==> src/rtl/add_seq_ctrl_if.sv <==
// Request/result bundle between a requesting datapath and add_seq_ctrl.
// master drives the operation, slave is the nibble-serial sequencer.
interface add_seq_ctrl_if #(
    parameter int NIBBLES = 4
);
    localparam int W = 4 * NIBBLES;

    logic         start;
    logic         sub;
    logic         cy_in;
    logic [W-1:0] a;
    logic [W-1:0] b;
    logic         busy;
    logic         done;
    logic [W-1:0] sum;
    logic         cout;
    logic         ovf;

    modport master (
        output start, sub, cy_in, a, b,
        input  busy, done, sum, cout, ovf
    );

    modport slave (
        input  start, sub, cy_in, a, b,
        output busy, done, sum, cout, ovf
    );
endinterface

==> src/rtl/add_seq_ctrl.sv <==
// Nibble-serial add/subtract sequencer driving one shared 4-bit ripple slice.
// Operands are latched on start and processed LSB nibble first.
module add4 (
    input  logic [3:0] x,
    input  logic [3:0] y,
    input  logic       cy_in,
    output logic [3:0] s,
    output logic       cy4
);
    logic [4:0] c;

    always_comb begin
        c    = '0;
        s    = '0;
        c[0] = cy_in;
        for (int i = 0; i < 4; i++) begin
            s[i]   = x[i] ^ y[i] ^ c[i];
            c[i+1] = (x[i] & y[i]) | (c[i] & (x[i] ^ y[i]));
        end
    end

    assign cy4 = c[4];
endmodule

module add_seq_ctrl #(
    parameter int NIBBLES = 4
) (
    input logic           clk,
    input logic           rst,
    add_seq_ctrl_if.slave bus
);
    localparam int W  = 4 * NIBBLES;
    localparam int IW = $clog2(NIBBLES);
    localparam logic [IW-1:0] LAST = IW'(NIBBLES - 1);

    typedef enum logic [1:0] {
        IDLE,
        RUN,
        DONE
    } state_t;

    state_t        state;
    logic [IW-1:0] idx;
    logic          carry_reg;
    logic [W-1:0]  a_reg;
    logic [W-1:0]  b_reg;
    logic [W-1:0]  work_reg;
    logic [W-1:0]  work_next;
    logic [3:0]    x_nib;
    logic [3:0]    y_nib;
    logic [3:0]    s;
    logic          cy4;

    assign x_nib = a_reg[idx*4 +: 4];
    assign y_nib = b_reg[idx*4 +: 4];

    add4 u_add4 (
        .x     (x_nib),
        .y     (y_nib),
        .cy_in (carry_reg),
        .s     (s),
        .cy4   (cy4)
    );

    // Work word with the current slice output merged in, so the final
    // nibble can be published in the same edge that leaves RUN.
    always_comb begin
        work_next             = work_reg;
        work_next[idx*4 +: 4] = s;
    end

    always_ff @(posedge clk) begin
        if (rst) begin
            state     <= IDLE;
            idx       <= '0;
            carry_reg <= 1'b0;
            a_reg     <= '0;
            b_reg     <= '0;
            work_reg  <= '0;
            bus.sum   <= '0;
            bus.cout  <= 1'b0;
            bus.ovf   <= 1'b0;
            bus.done  <= 1'b0;
            bus.busy  <= 1'b0;
        end else begin
            unique case (state)
                IDLE: begin
                    bus.done <= 1'b0;
                    if (bus.start) begin
                        a_reg     <= bus.a;
                        b_reg     <= bus.sub ? ~bus.b : bus.b;
                        carry_reg <= bus.cy_in ^ bus.sub;
                        idx       <= '0;
                        bus.busy  <= 1'b1;
                        state     <= RUN;
                    end
                end
                RUN: begin
                    work_reg  <= work_next;
                    carry_reg <= cy4;
                    if (idx == LAST) begin
                        bus.sum  <= work_next;
                        bus.cout <= cy4;
                        bus.ovf  <= (a_reg[W-1] == b_reg[W-1]) &&
                                    (work_next[W-1] != a_reg[W-1]);
                        bus.done <= 1'b1;
                        state    <= DONE;
                    end else begin
                        idx <= idx + IW'(1);
                    end
                end
                DONE: begin
                    bus.done <= 1'b0;
                    bus.busy <= 1'b0;
                    state    <= IDLE;
                end
                default: begin
                    state <= IDLE;
                end
            endcase
        end
    end
endmodule

==> src/flat_wrapper.sv <==
// flat-port wrapper written by rule: the top's interface ports become plain ports
module add_seq_ctrl_flat 
#(
    parameter int NIBBLES = 4
)
  (clk, rst, bus_start, bus_sub, bus_cy_in, bus_a, bus_b, bus_busy, bus_done, bus_sum, bus_cout, bus_ovf);
  add_seq_ctrl_if #(.NIBBLES(NIBBLES)) bus_i ();
  input logic clk;
  input logic rst;
  input wire logic [$bits(bus_i.start)-1:0] bus_start;
  input wire logic [$bits(bus_i.sub)-1:0] bus_sub;
  input wire logic [$bits(bus_i.cy_in)-1:0] bus_cy_in;
  input wire logic [$bits(bus_i.a)-1:0] bus_a;
  input wire logic [$bits(bus_i.b)-1:0] bus_b;
  output wire logic [$bits(bus_i.busy)-1:0] bus_busy;
  output wire logic [$bits(bus_i.done)-1:0] bus_done;
  output wire logic [$bits(bus_i.sum)-1:0] bus_sum;
  output wire logic [$bits(bus_i.cout)-1:0] bus_cout;
  output wire logic [$bits(bus_i.ovf)-1:0] bus_ovf;
  assign bus_i.start = bus_start;
  assign bus_i.sub = bus_sub;
  assign bus_i.cy_in = bus_cy_in;
  assign bus_i.a = bus_a;
  assign bus_i.b = bus_b;
  assign bus_busy = bus_i.busy;
  assign bus_done = bus_i.done;
  assign bus_sum = bus_i.sum;
  assign bus_cout = bus_i.cout;
  assign bus_ovf = bus_i.ovf;
  add_seq_ctrl #(.NIBBLES(NIBBLES)) u_core (.clk(clk), .rst(rst), .bus(bus_i));
endmodule
==> config.mk <==
export PLATFORM = sky130hd
export DESIGN_NAME = add_seq_ctrl_flat
export DESIGN_NICKNAME = d
export VERILOG_FILES = /design/src/rtl/add_seq_ctrl_if.sv /design/src/rtl/add_seq_ctrl.sv /design/src/flat_wrapper.sv
export SDC_FILE = /design/constraint.sdc
export NUM_CORES = 1
export LEC_CHECK = 0
export CORE_ASPECT_RATIO = 0.7
export CORE_MARGIN = 1.5
export CORE_UTILIZATION = 48
export CTS_BUF_LIST = sky130_fd_sc_hd__clkbuf_16
export DETAILED_ROUTE_END_ITERATION = 10
export GPL_TIMING_DRIVEN = 0
export PLACE_DENSITY = 0.76
export SYNTH_ARGS = -nofsm -noshare
export SYNTH_HDL_FRONTEND = slang
export SYNTH_SLANG_ARGS = --single-unit
==> constraint.sdc <==
create_clock -name clk -period 3.4 [get_ports clk]
set_input_delay 0.34 -clock clk [delete_from_list [all_inputs] [get_ports clk]]
set_output_delay 0.34 -clock clk [all_outputs]
set_load 0.005 [all_outputs]
# Word-level counts from Yosys, hierarchy flattened
# Index checks and enable logic that the tools add are counted.
# W data, S select, Z words.
dict set report totals {
  wordCells 74
  output_inout_bits 20
  input_bits 37
  reg_bits 73
}
dict set report op_classes {
  shift 4
  bitwise_logic 22
  reduce_logical 13
  n_eq_ne 8
  mux 14
  n_addsub 2
}
# cell n
set op_table {}
lappend op_table {{$neg A4 Y34} 1}
lappend op_table {{$shift A4 B34 Y16 const A} 1}
lappend op_table {{$shiftx A4 B34 Y16} 1}
lappend op_table {{$shiftx A16 B5 Y4} 2}
lappend op_table {{$bwmux W16} 1}
lappend op_table {{$mux W16} 1}
lappend op_table {{$not A16 Y16} 1}
lappend op_table {{$reduce_and A2 Y1} 6}
lappend op_table {{$xor A1 B1 Y1} 9}
lappend op_table {{$and A1 B1 Y1} 8}
lappend op_table {{$mux W2} 4}
lappend op_table {{$pmux W2 S2} 2}
lappend op_table {{$pmux W1 S2} 3}
lappend op_table {{$reduce_bool A2 Y1} 3}
lappend op_table {{$eq A2 B2 Y1 const B} 2}
lappend op_table {{$ne A2 B2 Y1 const B} 2}
lappend op_table {{$or A1 B1 Y1} 4}
lappend op_table {{$mux W1} 3}
lappend op_table {{$reduce_and A3 Y1} 1}
lappend op_table {{$add A2 B1 Y2 const B} 1}
lappend op_table {{$eq A2 B1 Y1 const B} 1}
lappend op_table {{$logic_not A2 Y1} 1}
lappend op_table {{$ne A2 B1 Y1 const B} 1}
lappend op_table {{$reduce_or A2 Y1} 1}
lappend op_table {{other kinds (3)} 3}

# Longest topological paths before layout
dict set report depth {
  word_depth 13
  ltp_mapped 15
}

# Modules after synthesis
# Synthesis repeated with hierarchy kept, for this count alone.
dict set report unflattened {
  hier_cells 363
  area_unflattened_um2 3478.3
}
# module area_per_inst_um2 instances seq_area_each_um2 cells_per_inst
set by_module_without_submodules {}
lappend by_module_without_submodules {add_seq_ctrl 3360.7 1 1461.4 349}
lappend by_module_without_submodules {add4 117.6 1 0.0 14}

# Worst setup path before layout
# No wires, ideal clock.
dict set report synth_path {
  path_kind {register to register}
  start {register u_core.idx[0]}
  end {register u_core.bus.ovf}
  setup_slack_ps 137
  path_buffers 3
  setup_time_ps 70
  path_stages_with_launch 16
  arrival_time_ps 3194
  cell_sequence {dfxtp_1 -> buf_6 -> buf_12 -> mux4_1 -> inv_1 -> fa_1 -> inv_1 -> fa_1 -> inv_1 -> fa_1 -> inv_1 -> fa_1 -> clkbuf_1 -> nor4bb_1 -> a221oi_1 -> a21oi_1}
}
dict set report synth_via {
  elab_chain_cells 13
  word_cells_on_any_way 27
  classes_between {1 x add/sub; 2 x eq/ne; 4 x shift; 1 x mux; 17 x bitwise; 2 x reduce/logical}
}
# item line
set synth_lines {}
lappend synth_lines {{from (decl)} add_seq_ctrl.sv:43} ;# logic [IW-1:0] idx;
lappend synth_lines {{from (signal assigned)} add_seq_ctrl.sv:109} ;# idx <= idx + IW'(1);
lappend synth_lines {{$shiftx A16 B5 Y4, on equally long branches} {add_seq_ctrl.sv:54, add_seq_ctrl.sv:55}}
lappend synth_lines {{$xor A1 B1 Y1} {add_seq_ctrl.sv:17, add_seq_ctrl.sv:18}}
lappend synth_lines {{$and A1 B1 Y1} add_seq_ctrl.sv:18} ;# c[i+1] = (x[i] & y[i]) | (c[i] & (x[i] ^ y[i]));
lappend synth_lines {{$or A1 B1 Y1} add_seq_ctrl.sv:18}
lappend synth_lines {{$and A1 B1 Y1} add_seq_ctrl.sv:18}
lappend synth_lines {{$or A1 B1 Y1} add_seq_ctrl.sv:18}
lappend synth_lines {{$and A1 B1 Y1} add_seq_ctrl.sv:18}
lappend synth_lines {{$or A1 B1 Y1} add_seq_ctrl.sv:18}
lappend synth_lines {{$xor A1 B1 Y1} add_seq_ctrl.sv:17} ;# s[i] = x[i] ^ y[i] ^ c[i];
lappend synth_lines {{$shiftx A4 B34 Y16} add_seq_ctrl.sv:69} ;# work_next[idx*4 +: 4] = s;
lappend synth_lines {{$bwmux W16} add_seq_ctrl.sv:69}
lappend synth_lines {{$ne A1 B1 Y1} add_seq_ctrl.sv:105} ;# (work_next[W-1] != a_reg[W-1]);
lappend synth_lines {{$logic_and A1 B1 Y1} add_seq_ctrl.sv:104} ;# bus.ovf <= (a_reg[W-1] == b_reg[W-1]) &&
lappend synth_lines {{to (signal assigned)} add_seq_ctrl.sv:104}
lappend synth_lines {{to (decl)} add_seq_ctrl_if.sv:26} ;# output busy, done, sum, cout, ovf
# Parallel ways exist; a longest one is shown, timed or not.
# A chain may end at the register's enable or synchronous reset.

# Worst setup path after layout
# Same ends and word-level chain as after synthesis.

==> impl_metrics.toml <==
[run_status]
run_status = "finished clean"

[place]
gp_congestion = 0.8379
dpl.hpwl_mm = 6.093
post-place-ws_ns = -0.3145
io_buffers = 54
dpl-instance-area_mm2 = 0.004119

[timing]
fin_worst_skew_ns = 0.004427
setup_ws_ns = 0.1176
rsz0062_at_grt = "true"
fin_crit_ns = 3.282
report.final.slew_viol_count = 0
hold_viol = 0
relSlewSlack = 0.6024
finalCritPeriodShare = 0.9654
setup_violations = 0
worstMarginPinSlew_ns = 0.5964
max_freq_ghz = 0.3047

[route]
wl_met2_mm = 3.887
drt-pass1-iter-count = 5
top_layer_used = "met4"
via_per_inst = 5.489
drc_errors = 0
ant_nets = 0
wirelength_mm = 8.623
drt_iter0_markers = 158
via_count = 2909
wl_met3_um = 424
wl_met1_mm = 4.215
routedWlPerCell_um = 16.27

[worst_setup_path]
required_ns = 3.66
end_kind = "register"
path_class = "register to register"
path_max_fanout = 10
r2r-start = "u_core.idx[0]"
timing.rr.end = "u_core.bus.ovf"
rr_worst_depth = 14
arrival_ns = 3.54
worstSetupStartpointType = "register"
r2r_slack_ns = 0.12

[global_route]
grt_max_degree = 13
grt_pass1_wl_mm = 14.08
grt-ovfl-total = 0
grt_pass1_vias = 2878
grt_usage = 0.2361
antenna_found_initial = 0

[power]
swShare = 0.2493
combPwrFrac = 0.164
p_per_area_mw_per_mm2 = 507.1
intPower_mw = 1.711
p_seq_frac = 0.408
clockPowerShare = 0.429
p_leak_nw = 1.662
max-vdd-ir-drop_v = 0.0002313
switchingPower_uw = 568.1

[synthesis]
syn-cell-area_mm2 = 0.003461
ys.flop_type = "dfxtp_1"
seq_area_frac_synth = 0.4223
syn_inst = 363
synth_warnings = 0
synth-seq-cells = 73
synthDistinctLibCells = 45
synthesis.nets = 410
synth-edff-count = 0
async_flop_share = 0
avgSynthCellArea_um2 = 9.534

[clock_network]
clk_pin_slew_ns = 0.06
insertion_delay_ns = 0.33
cts_max_level = 3
clkSinkCount = 73
cts-root-buf = "clkbuf_16"
cts_tree = "built"
cts_inserted_buffers = 9
cts_buffer_depth = 2
hold_buffers = 0

[finish]
layout-drive-gt1-share = 0.1284
layout.nets = 479
antennaDiodeCount = 0
utilization = 0.6561
syn_to_final_growth_pct = 29.86
design_area_mm2 = 0.004494

[die]
coreArea_mm2 = 0.006850
dieWidth_um = 104.5
start_util = 0.5052
io_pins = 57
die_y_um = 74.04
die-area_mm2 = 0.007736
rows = 25

[worst_hold_path]
hold_end = "u_core.b_reg[0]"
hold_start = "bus_sub"
whs_path_depth = 3
hp-class = "input port to register"

[flow_run]
cap_violations = 0
==> worst max path at each step <==
stage | from | slack [ns] | end | cells past startpoint
floorplan | u_core.idx[0] | 0.14 | u_core.bus.ovf | 15
global placement | u_core.idx[0] | -0.23 | u_core.bus.ovf | 15
detailed placement | u_core.idx[0] | -0.31 | u_core.bus.ovf | 15
CTS | u_core.idx[0] | 0.04 | u_core.bus.ovf | 14
global route | u_core.idx[0] | -0.02 | u_core.bus.sum[3] | 14
finish | u_core.idx[0] | 0.12 | u_core.bus.ovf | 14
==> per-stage QoR <==
stage	TNS, ns	instances	power [mW]	hold slack (ns)
finish	0	530	2.279	0.4192
global route	-0.03330	530	2.360	0.4347
CTS	0	530	2.280	0.4224
detailed placement	-1.039	511	1.284	0.4460
global placement	-0.6007	511	1.273	0.4383
floorplan	0	363	1.164	0.4315
==> what timing repair did <==
action / 4_1_cts / 5_1_grt
setup buffers: 5 / 0
pin swaps: 3 / 2
resized for setup: 6 / 8
endpoints found under the setup margin: 9 / 6
==> cells by family after synthesis <==
kind of cell | after synthesis | share of synthesized area
compound gates | 89 | 0.1815
buf+inv | 47 | 0.07628
simple gates | 117 | 0.1656
flops | 73 | 0.4223
mux | 10 | 0.06652
xor+xnor | 17 | 0.04302
fa+ha+maj | 10 | 0.04483
==> synthesized netlist by cell type, types with 2 or more instances <==
cell type / instances / area [um^2]
a32oi_1: 3 / 26.28
buf_2: 6 / 30.03
a211oi_2: 3 / 37.54
buf_6: 6 / 67.56
o211ai_1: 2 / 15.01
ha_1: 6 / 75.07
nand3b_1: 4 / 30.03
nor2b_1: 4 / 25.02
nor4bb_1: 2 / 20.02
clkbuf_1: 11 / 41.29
nor3b_1: 2 / 15.01
a22oi_1: 7 / 52.55
mux4_1: 8 / 210.2
xnor2_1: 17 / 148.9
inv_1: 17 / 63.81
nor2_1: 51 / 191.4
a21oi_1: 27 / 135.1
buf_4: 4 / 30.03
nand2_1: 36 / 135.1
fa_1: 4 / 80.08
a211oi_1: 35 / 262.8
nor3_1: 6 / 30.03
a221oi_1: 6 / 52.55
mux2i_1: 2 / 20.02
and4bb_2: 2 / 25.02
dfxtp_1: 73 / 1461
==> placed cells by master (no fill, tap or decap), types with 3 or more instances in the layout <==
master,n
nor2b_1,4
ha_1,6
nor2_1,51
buf_2,7
nand2_1,36
fa_1,3
buf_4,9
clkbuf_1,9
a221oi_1,4
xnor2_1,17
a211oi_2,4
buf_6,6
mux4_1,6
nand3b_1,4
a21oi_1,27
a211oi_1,34
inv_1,15
nor3_1,6
clkbuf_16,9
a22oi_1,7
clkdlybuf4s50_1,54
a32oi_1,3
dfxtp_1,72
==> per-layer routing <==
metal | track usage | up-vias
met1 | 0.3127 | 1396
met2 | 0.3918 | 79
met5 | 0 | -
met3 | 0.05083 | 12
met4 | 0.07870 | 0
li1 | - | 1422
==> power groups by stage <==
stage          registers (mW)  clock network [mW]  logic, mW
4_1_cts                 0.928               0.988      0.364
6_report                0.929               0.977      0.373
2_1_floorplan           0.938                   0      0.226
3_3_place_gp            0.942                   0      0.330
3_5_place_dp            0.945                   0      0.339
5_1_grt                 0.933                1.02      0.404
==> layout make-up <==
| class | instances | area (um^2) |
|---|---|---|
| timing repair buffer | 59 | 578.1 |
| sequential | 73 | 1465 |
| fill | 573 | 2356 |
| inverter | 17 | 63.81 |
| tap | 94 | 117.6 |
| buffer | 29 | 197.7 |
| clock inverter | 6 | 83.83 |
| clock buffer | 9 | 225.2 |
| multi-input combinational | 243 | 1763 |
==> critical path, stage by stage (launching register included) <==
cell     delay, ns
dfxtp_4       0.36
buf_6         0.12
buf_12        0.14
mux4_2        0.34
inv_1         0.05
fa_1          0.38
inv_1         0.07
fa_1          0.18
inv_2         0.04
fa_1          0.37
inv_1         0.09
fa_2          0.49
buf_4         0.18
a211o_1       0.26
a21oi_1       0.14
Note: power is estimated with default switching activity, not from simulation.
